===== src/rtl/icode_fetch_unit_pkg.sv =====
// Shared types and constants for the instruction-code fetch unit.
// Holds the FSM encoding and the ICODE and address widths.
package icode_fetch_unit_pkg;

  localparam int ICODE_W = 8;
  localparam int ADDR_W  = 4;
  localparam logic [ICODE_W-1:0] HALT_CODE_DEF = 8'hFF;

  typedef enum logic [1:0] {
    S_IDLE  = 2'd0,
    S_FETCH = 2'd1,
    S_DRAIN = 2'd2,
    S_DONE  = 2'd3
  } fetch_state_e;

  function automatic logic is_active(input fetch_state_e s);
    return (s == S_FETCH) || (s == S_DRAIN);
  endfunction

endpackage


===== src/rtl/icode_fifo.sv =====
// Synchronous prefetch FIFO with a flush input.
// A simultaneous push and pop is accepted even when the FIFO is full.
module icode_fifo #(
  parameter int DEPTH = 4,
  parameter int W     = 8
) (
  input  logic                       clk,
  input  logic                       rst,
  input  logic                       clear,
  input  logic                       push,
  input  logic                       pop,
  input  logic [W-1:0]               din,
  output logic [W-1:0]               dout,
  output logic                       full,
  output logic                       empty,
  output logic [$clog2(DEPTH+1)-1:0] count
);

  localparam int PW = (DEPTH > 1) ? $clog2(DEPTH) : 1;
  localparam int CW = $clog2(DEPTH + 1);

  logic [W-1:0]  mem [DEPTH];
  logic [PW-1:0] wptr, rptr;
  logic [CW-1:0] cnt;
  logic          do_push, do_pop;

  function automatic logic [PW-1:0] nxt(input logic [PW-1:0] p);
    return (p == PW'(DEPTH - 1)) ? '0 : p + 1'b1;
  endfunction

  assign empty   = (cnt == '0);
  assign full    = (cnt == CW'(DEPTH));
  assign do_pop  = pop && !empty;
  assign do_push = push && (!full || do_pop);
  assign count   = cnt;
  // The head is masked so a drained FIFO always presents zero.
  assign dout    = empty ? '0 : mem[rptr];

  always_ff @(posedge clk or posedge rst) begin
    if (rst) begin
      wptr <= '0;
      rptr <= '0;
      cnt  <= '0;
    end else if (clear) begin
      wptr <= '0;
      rptr <= '0;
      cnt  <= '0;
    end else begin
      if (do_push) wptr <= nxt(wptr);
      if (do_pop)  rptr <= nxt(rptr);
      case ({do_push, do_pop})
        2'b10:   cnt <= cnt + 1'b1;
        2'b01:   cnt <= cnt - 1'b1;
        default: cnt <= cnt;
      endcase
    end
  end

  always_ff @(posedge clk) begin
    if (do_push && !clear) mem[wptr] <= din;
  end

endmodule


===== src/rtl/icode_fetch_unit.sv =====
// Instruction-code fetch unit: program memory, one-deep read pipe and a
// prefetch FIFO feeding ICODE to the processor until HALT_CODE is seen.
module icode_fetch_unit
  import icode_fetch_unit_pkg::*;
#(
  parameter int                 PROG_DEPTH = 16,
  parameter int                 FIFO_DEPTH = 4,
  parameter logic [ICODE_W-1:0] HALT_CODE  = HALT_CODE_DEF
) (
  input  logic               clk,
  input  logic               rst,
  input  logic               prog_we,
  input  logic [ADDR_W-1:0]  prog_addr,
  input  logic [ICODE_W-1:0] prog_data,
  input  logic               start,
  input  logic               redirect_valid,
  input  logic [ADDR_W-1:0]  redirect_addr,
  input  logic               icode_ready,
  output logic [ICODE_W-1:0] ICODE,
  output logic               icode_valid,
  output logic [ADDR_W-1:0]  pc_out,
  output logic               busy,
  output logic               done
);

  localparam int CW = $clog2(FIFO_DEPTH + 1);

  fetch_state_e       state;
  logic [ADDR_W-1:0]  pc;
  logic               rd_vld;
  logic [ICODE_W-1:0] rd_data;
  logic [ICODE_W-1:0] mem [PROG_DEPTH];

  logic [CW-1:0] fifo_cnt;
  logic          fifo_full, fifo_empty;
  logic          active, go, flush, halt_push, push, pop, issue;
  logic [CW:0]   occ;

  assign active    = is_active(state);
  assign go        = start && !active;
  assign flush     = go || (redirect_valid && active);
  assign halt_push = rd_vld && (rd_data == HALT_CODE);
  assign push      = rd_vld && !flush;
  assign pop       = icode_valid && icode_ready && !flush;

  // Count the in-flight read as occupied so it always has a slot to land in.
  assign occ   = {1'b0, fifo_cnt} + {{CW{1'b0}}, rd_vld};
  assign issue = (state == S_FETCH) && !flush && !halt_push && !fifo_full &&
                 (occ < (CW+1)'(FIFO_DEPTH));

  assign icode_valid = !fifo_empty;
  assign pc_out      = pc;
  assign busy        = active;
  assign done        = (state == S_DONE);

  // Program memory is not reset; writes are locked out while fetching.
  always_ff @(posedge clk) begin
    if (prog_we && !active) mem[prog_addr] <= prog_data;
    if (issue)              rd_data <= mem[pc];
  end

  always_ff @(posedge clk or posedge rst) begin
    if (rst) begin
      state  <= S_IDLE;
      pc     <= '0;
      rd_vld <= 1'b0;
    end else begin
      rd_vld <= issue;
      if (issue) pc <= pc + 1'b1;
      case (state)
        S_IDLE, S_DONE: begin
          if (start) begin
            state <= S_FETCH;
            pc    <= '0;
          end
        end
        S_FETCH: begin
          if (redirect_valid) begin
            state <= S_FETCH;
            pc    <= redirect_addr;
          end else if (halt_push) begin
            state <= S_DRAIN;
          end
        end
        S_DRAIN: begin
          if (redirect_valid) begin
            state <= S_FETCH;
            pc    <= redirect_addr;
          end else if (fifo_empty) begin
            state <= S_DONE;
          end
        end
        default: state <= S_IDLE;
      endcase
    end
  end

  icode_fifo #(
    .DEPTH (FIFO_DEPTH),
    .W     (ICODE_W)
  ) u_fifo (
    .clk   (clk),
    .rst   (rst),
    .clear (flush),
    .push  (push),
    .pop   (pop),
    .din   (rd_data),
    .dout  (ICODE),
    .full  (fifo_full),
    .empty (fifo_empty),
    .count (fifo_cnt)
  );

endmodule

===== config.mk =====
export PLATFORM = sky130hd
export DESIGN_NAME = icode_fetch_unit
export DESIGN_NICKNAME = d
export VERILOG_FILES = /design/src/rtl/icode_fetch_unit_pkg.sv /design/src/rtl/icode_fifo.sv /design/src/rtl/icode_fetch_unit.sv
export SDC_FILE = /design/constraint.sdc
export NUM_CORES = 1
export LEC_CHECK = 0
export CAP_MARGIN = 20
export CORE_MARGIN = 10
export CORE_UTILIZATION = 40
export CTS_BUF_LIST = sky130_fd_sc_hd__clkbuf_4
export DETAILED_ROUTE_END_ITERATION = 10
export PLACE_DENSITY_LB_ADDON = 0.05
export SETUP_SLACK_MARGIN = 0.5
export SKIP_LAST_GASP = 1
export SLEW_MARGIN = 10
export SYNTH_ARGS = -nofsm -noshare
export SYNTH_HDL_FRONTEND = slang
export SYNTH_HIERARCHICAL = 1
export SYNTH_SLANG_ARGS = --single-unit

===== constraint.sdc =====
create_clock -name clk -period 7.7 [get_ports clk]
set_clock_uncertainty 0.15 [all_clocks]
set_input_delay 1.54 -clock clk [delete_from_list [all_inputs] [get_ports clk]]
set_output_delay 1.54 -clock clk [all_outputs]
set_load 0.02 [all_outputs]

==> out/results.ini <==
[logic_synthesis]
syn-num-nets = 410
synth-main-ff-cell = edfxtp_1
synth_seq_area_share_pct = 71.2
synthesis.area_um2 = 7570
yosysWarnings = 6
synthCells = 379
syn_avg_cell_area_um2 = 20.0
async_flop_share_pct = 7.69
synth.distinct_cells = 54
synth_edf_count = 168
ys_seq_elements = 182

[drt]
drtAntennaViolNets = 0
dr.first_iter.drc_count = 243
first_pass_iters = 4
vias = 3641
wl_mm = 15.3
drc = 0
routedWlPerCell_um = 23.0
vias_per_cell = 5.48

[timing]
period_share_pct = 55.3
fmax_ghz = 0.235
final.setup.tns_ns = 0
rsz0062_at_grt = false
slew_headroom_pct = 26.9
final_max_slew_viol_count = 0
setup_slack_ns = 3.44
period_needed_ns = 4.26
setup_viol = 0
timing_hold_violations_final = 0
tightest_slew_ns = 1.09

[clock_tree]
cts_tree = yes
root_buffer = clkbuf_4
clkLatencyLatePin_ns = 0.54
clock_sinks = 182
path_clk_slew_ns = 0.13
ctsResizeCount = 0
cts_setup_buffers = 0
ctsHtreeMaxLevel = 4
cts_max_path_buffers = 2
cts_made_buffers = 17
postCtsHoldBufs = 0

[setup_path]
reg2reg_depth = 10
cp.arrival_ns = 2.57
path_class = reg -> out
end_kind = primary output
critPathLaunch = u_fifo/rptr[0]
crit-reg2reg-launch = state[0]
crit_path_max_fanout = 10
crit_end = ICODE[0]
crit_required_ns = 6.01
rrSetupSlack_ns = 4.20
r2r-end = u_fifo/count[2]
worstSetupStartpointType = flop

[die]
core_area_um2 = 18600
die_w_um = 158
dieArea_um2 = 24800
start_util_pct = 40.6
placementRows = 50
dieHeight_um = 158
io_pins = 37

[cells_and_area]
multi_input_area_um2 = 2020
n_fill_cell = 1617
nNetsFinal = 450
seq_area_um2 = 5400
area_delta_synth_final_pct = 11.8
drive_above_1_share_pct = 15.6

[global_route]
gr-usage-all-layers_pct = 13.0
grt_max_degree = 38
gr-total-overflow = 0
grt_pass1_vias = 3815
antenna_found_initial = 1
grt_pass1_wl_mm = 23.4

[power_and_ir_drop]
swShare_pct = 30.3
power.switching_uw = 797
intPower_uw = 1830
comb_power_share_pct = 27.8
power_leakage_uw = 0.00275
seqPwrFrac_pct = 49.9
p_per_area_nw_per_um2 = 310
pwr-share-clk_pct = 22.4
peakVddDrop_uv = 156

[run]
cap_violations = 0

[hold_path]
min-delay-path-class = reg -> reg

[placement]
pre_cts_ws_ns = 3.16
place.gp.congestion = 0.761
portBuffers = 36
dp_hpwl_mm = 10.1

[status]
status = finished, final reports clean

-- power by group through the flow --
stage          Sequential, µW  Clock [µW]  Combinational, µW
2_1_floorplan            1280           0                554
5_1_grt                  1330         642                788
4_1_cts                  1320         602                741
3_3_place_gp             1340           0                738
3_5_place_dp             1340           0                740
6_report                 1310         587                729
-- cell usage in the layout (no fill, tap or decap), drive strengths merged, types with 3 or more instances in the layout --
cell / Yosys / layout
xor2: 4 / 4
nor2b: 9 / 9
dfrtp: 14 / 14
nand2: 9 / 9
mux4: 48 / 48
a21oi: 4 / 4
bufinv: 0 / 4
and2: 6 / 6
nand2b: 4 / 4
o211ai: 5 / 5
clkbuf: 6 / 20
edfxtp: 168 / 168
buf: 13 / 4
inv: 13 / 16
nor3: 8 / 8
clkdlybuf4s50: 0 / 36
ha: 8 / 8
o21a: 3 / 3
nand3: 3 / 3
nor2: 21 / 21
-- kinds of logic (layout without fill, tap and decap cells) --
logic type,count (synthesis),after routing,synth area share (%)
other,0,1,0
flip-flops,182,182,71.2
AND/OR/NAND/NOR,72,72,5.30
AO/OA/AOI/OAI,31,31,3.30
buffers and inverters,32,83,2.35
XOR/XNOR,4,4,0.463
adder cells (fa/ha/maj),9,9,1.59
multiplexers,49,49,15.8
-- through the flow --
| stage | power, µW | cell area, µm² | util, % | cells | hold slack [ns] |
|---|---|---|---|---|---|
| after floorplan | 1830 | 7570 | - | 379 | 0.331 |
| after global placement | 2070 | 8140 | 43.6 | 633 | 0.413 |
| after detailed placement | 2080 | 8140 | 43.6 | 633 | 0.420 |
| after CTS | 2660 | 8460 | 45.4 | 663 | 0.449 |
| after global routing | 2760 | 8470 | 45.4 | 665 | 0.468 |
| final | 2630 | 8470 | 45.4 | 665 | 0.420 |
-- synth_stat cells, types with 3 or more instances --
cell / count / area share (%)
a21oi_1: 3 / 0.20
nand3_1: 3 / 0.20
and2_1: 6 / 0.50
mux4_1: 27 / 9.4
o211ai_1: 5 / 0.50
nor2_1: 21 / 1.0
mux4_2: 21 / 6.2
ha_1: 8 / 1.3
buf_2: 4 / 0.26
nand2b_1: 3 / 0.25
edfxtp_1: 168 / 67
buf_6: 3 / 0.45
clkbuf_1: 6 / 0.30
nand2_1: 9 / 0.45
nor2b_1: 8 / 0.66
dfrtp_1: 14 / 4.6
o21a_1: 3 / 0.30
inv_1: 13 / 0.64
xor2_1: 4 / 0.46
nor3_1: 6 / 0.40
-- state kept, by name, summed over array words and instances, names as in the netlist --
name / count
u_fifo/mem: 32
rd_vld: 1
u_fifo/wptr: 2
rd_data: 8
u_fifo/rptr: 2
state: 2
pc_out: 4
mem: 128
u_fifo/count: 3
-- metal layers --
metal | share of wire [%] | up-vias | GRT usage (%)
met5 | 0 | - | 0
met2 | 50 | 91 | 21.6
met4 | 0.93 | 0 | 3.25
met1 | 44 | 1897 | 16.3
met3 | 4.4 | 9 | 3.77
li1 | - | 1644 | -
-- how the worst min path moves through the flow --
stage / startpoint / to / depth (start not counted)
after global placement: rd_data[4] / u_fifo/mem[2][4] / 0
after floorplan: rd_data[0] / u_fifo/mem[0][0] / 0
after detailed placement: rd_data[3] / u_fifo/mem[2][3] / 0
after global routing: rd_data[3] / u_fifo/mem[3][3] / 0
after CTS: rd_data[3] / u_fifo/mem[3][3] / 0
final: rd_data[3] / u_fifo/mem[1][3] / 0
-- critical path: stages (launching register included) --
cell             delay [ns]
dfrtp_1                0.74
mux4_2                 0.58
nor2b_1                0.14
clkdlybuf4s50_1        0.57
-- area by class of cell --
cell class / count / share of cell area (%)
Clock inverter: 10 / 2.01
Clock buffer: 20 / 1.77
Inverter: 13 / 0.576
Tap cell: 234 / 3.46
Timing Repair Buffer: 40 / 4.65
Antenna cell: 1 / 0.0295
Sequential cell: 182 / 63.7
Multi-Input combinational cell: 165 / 23.8
(Power assumes the default switching activity.)
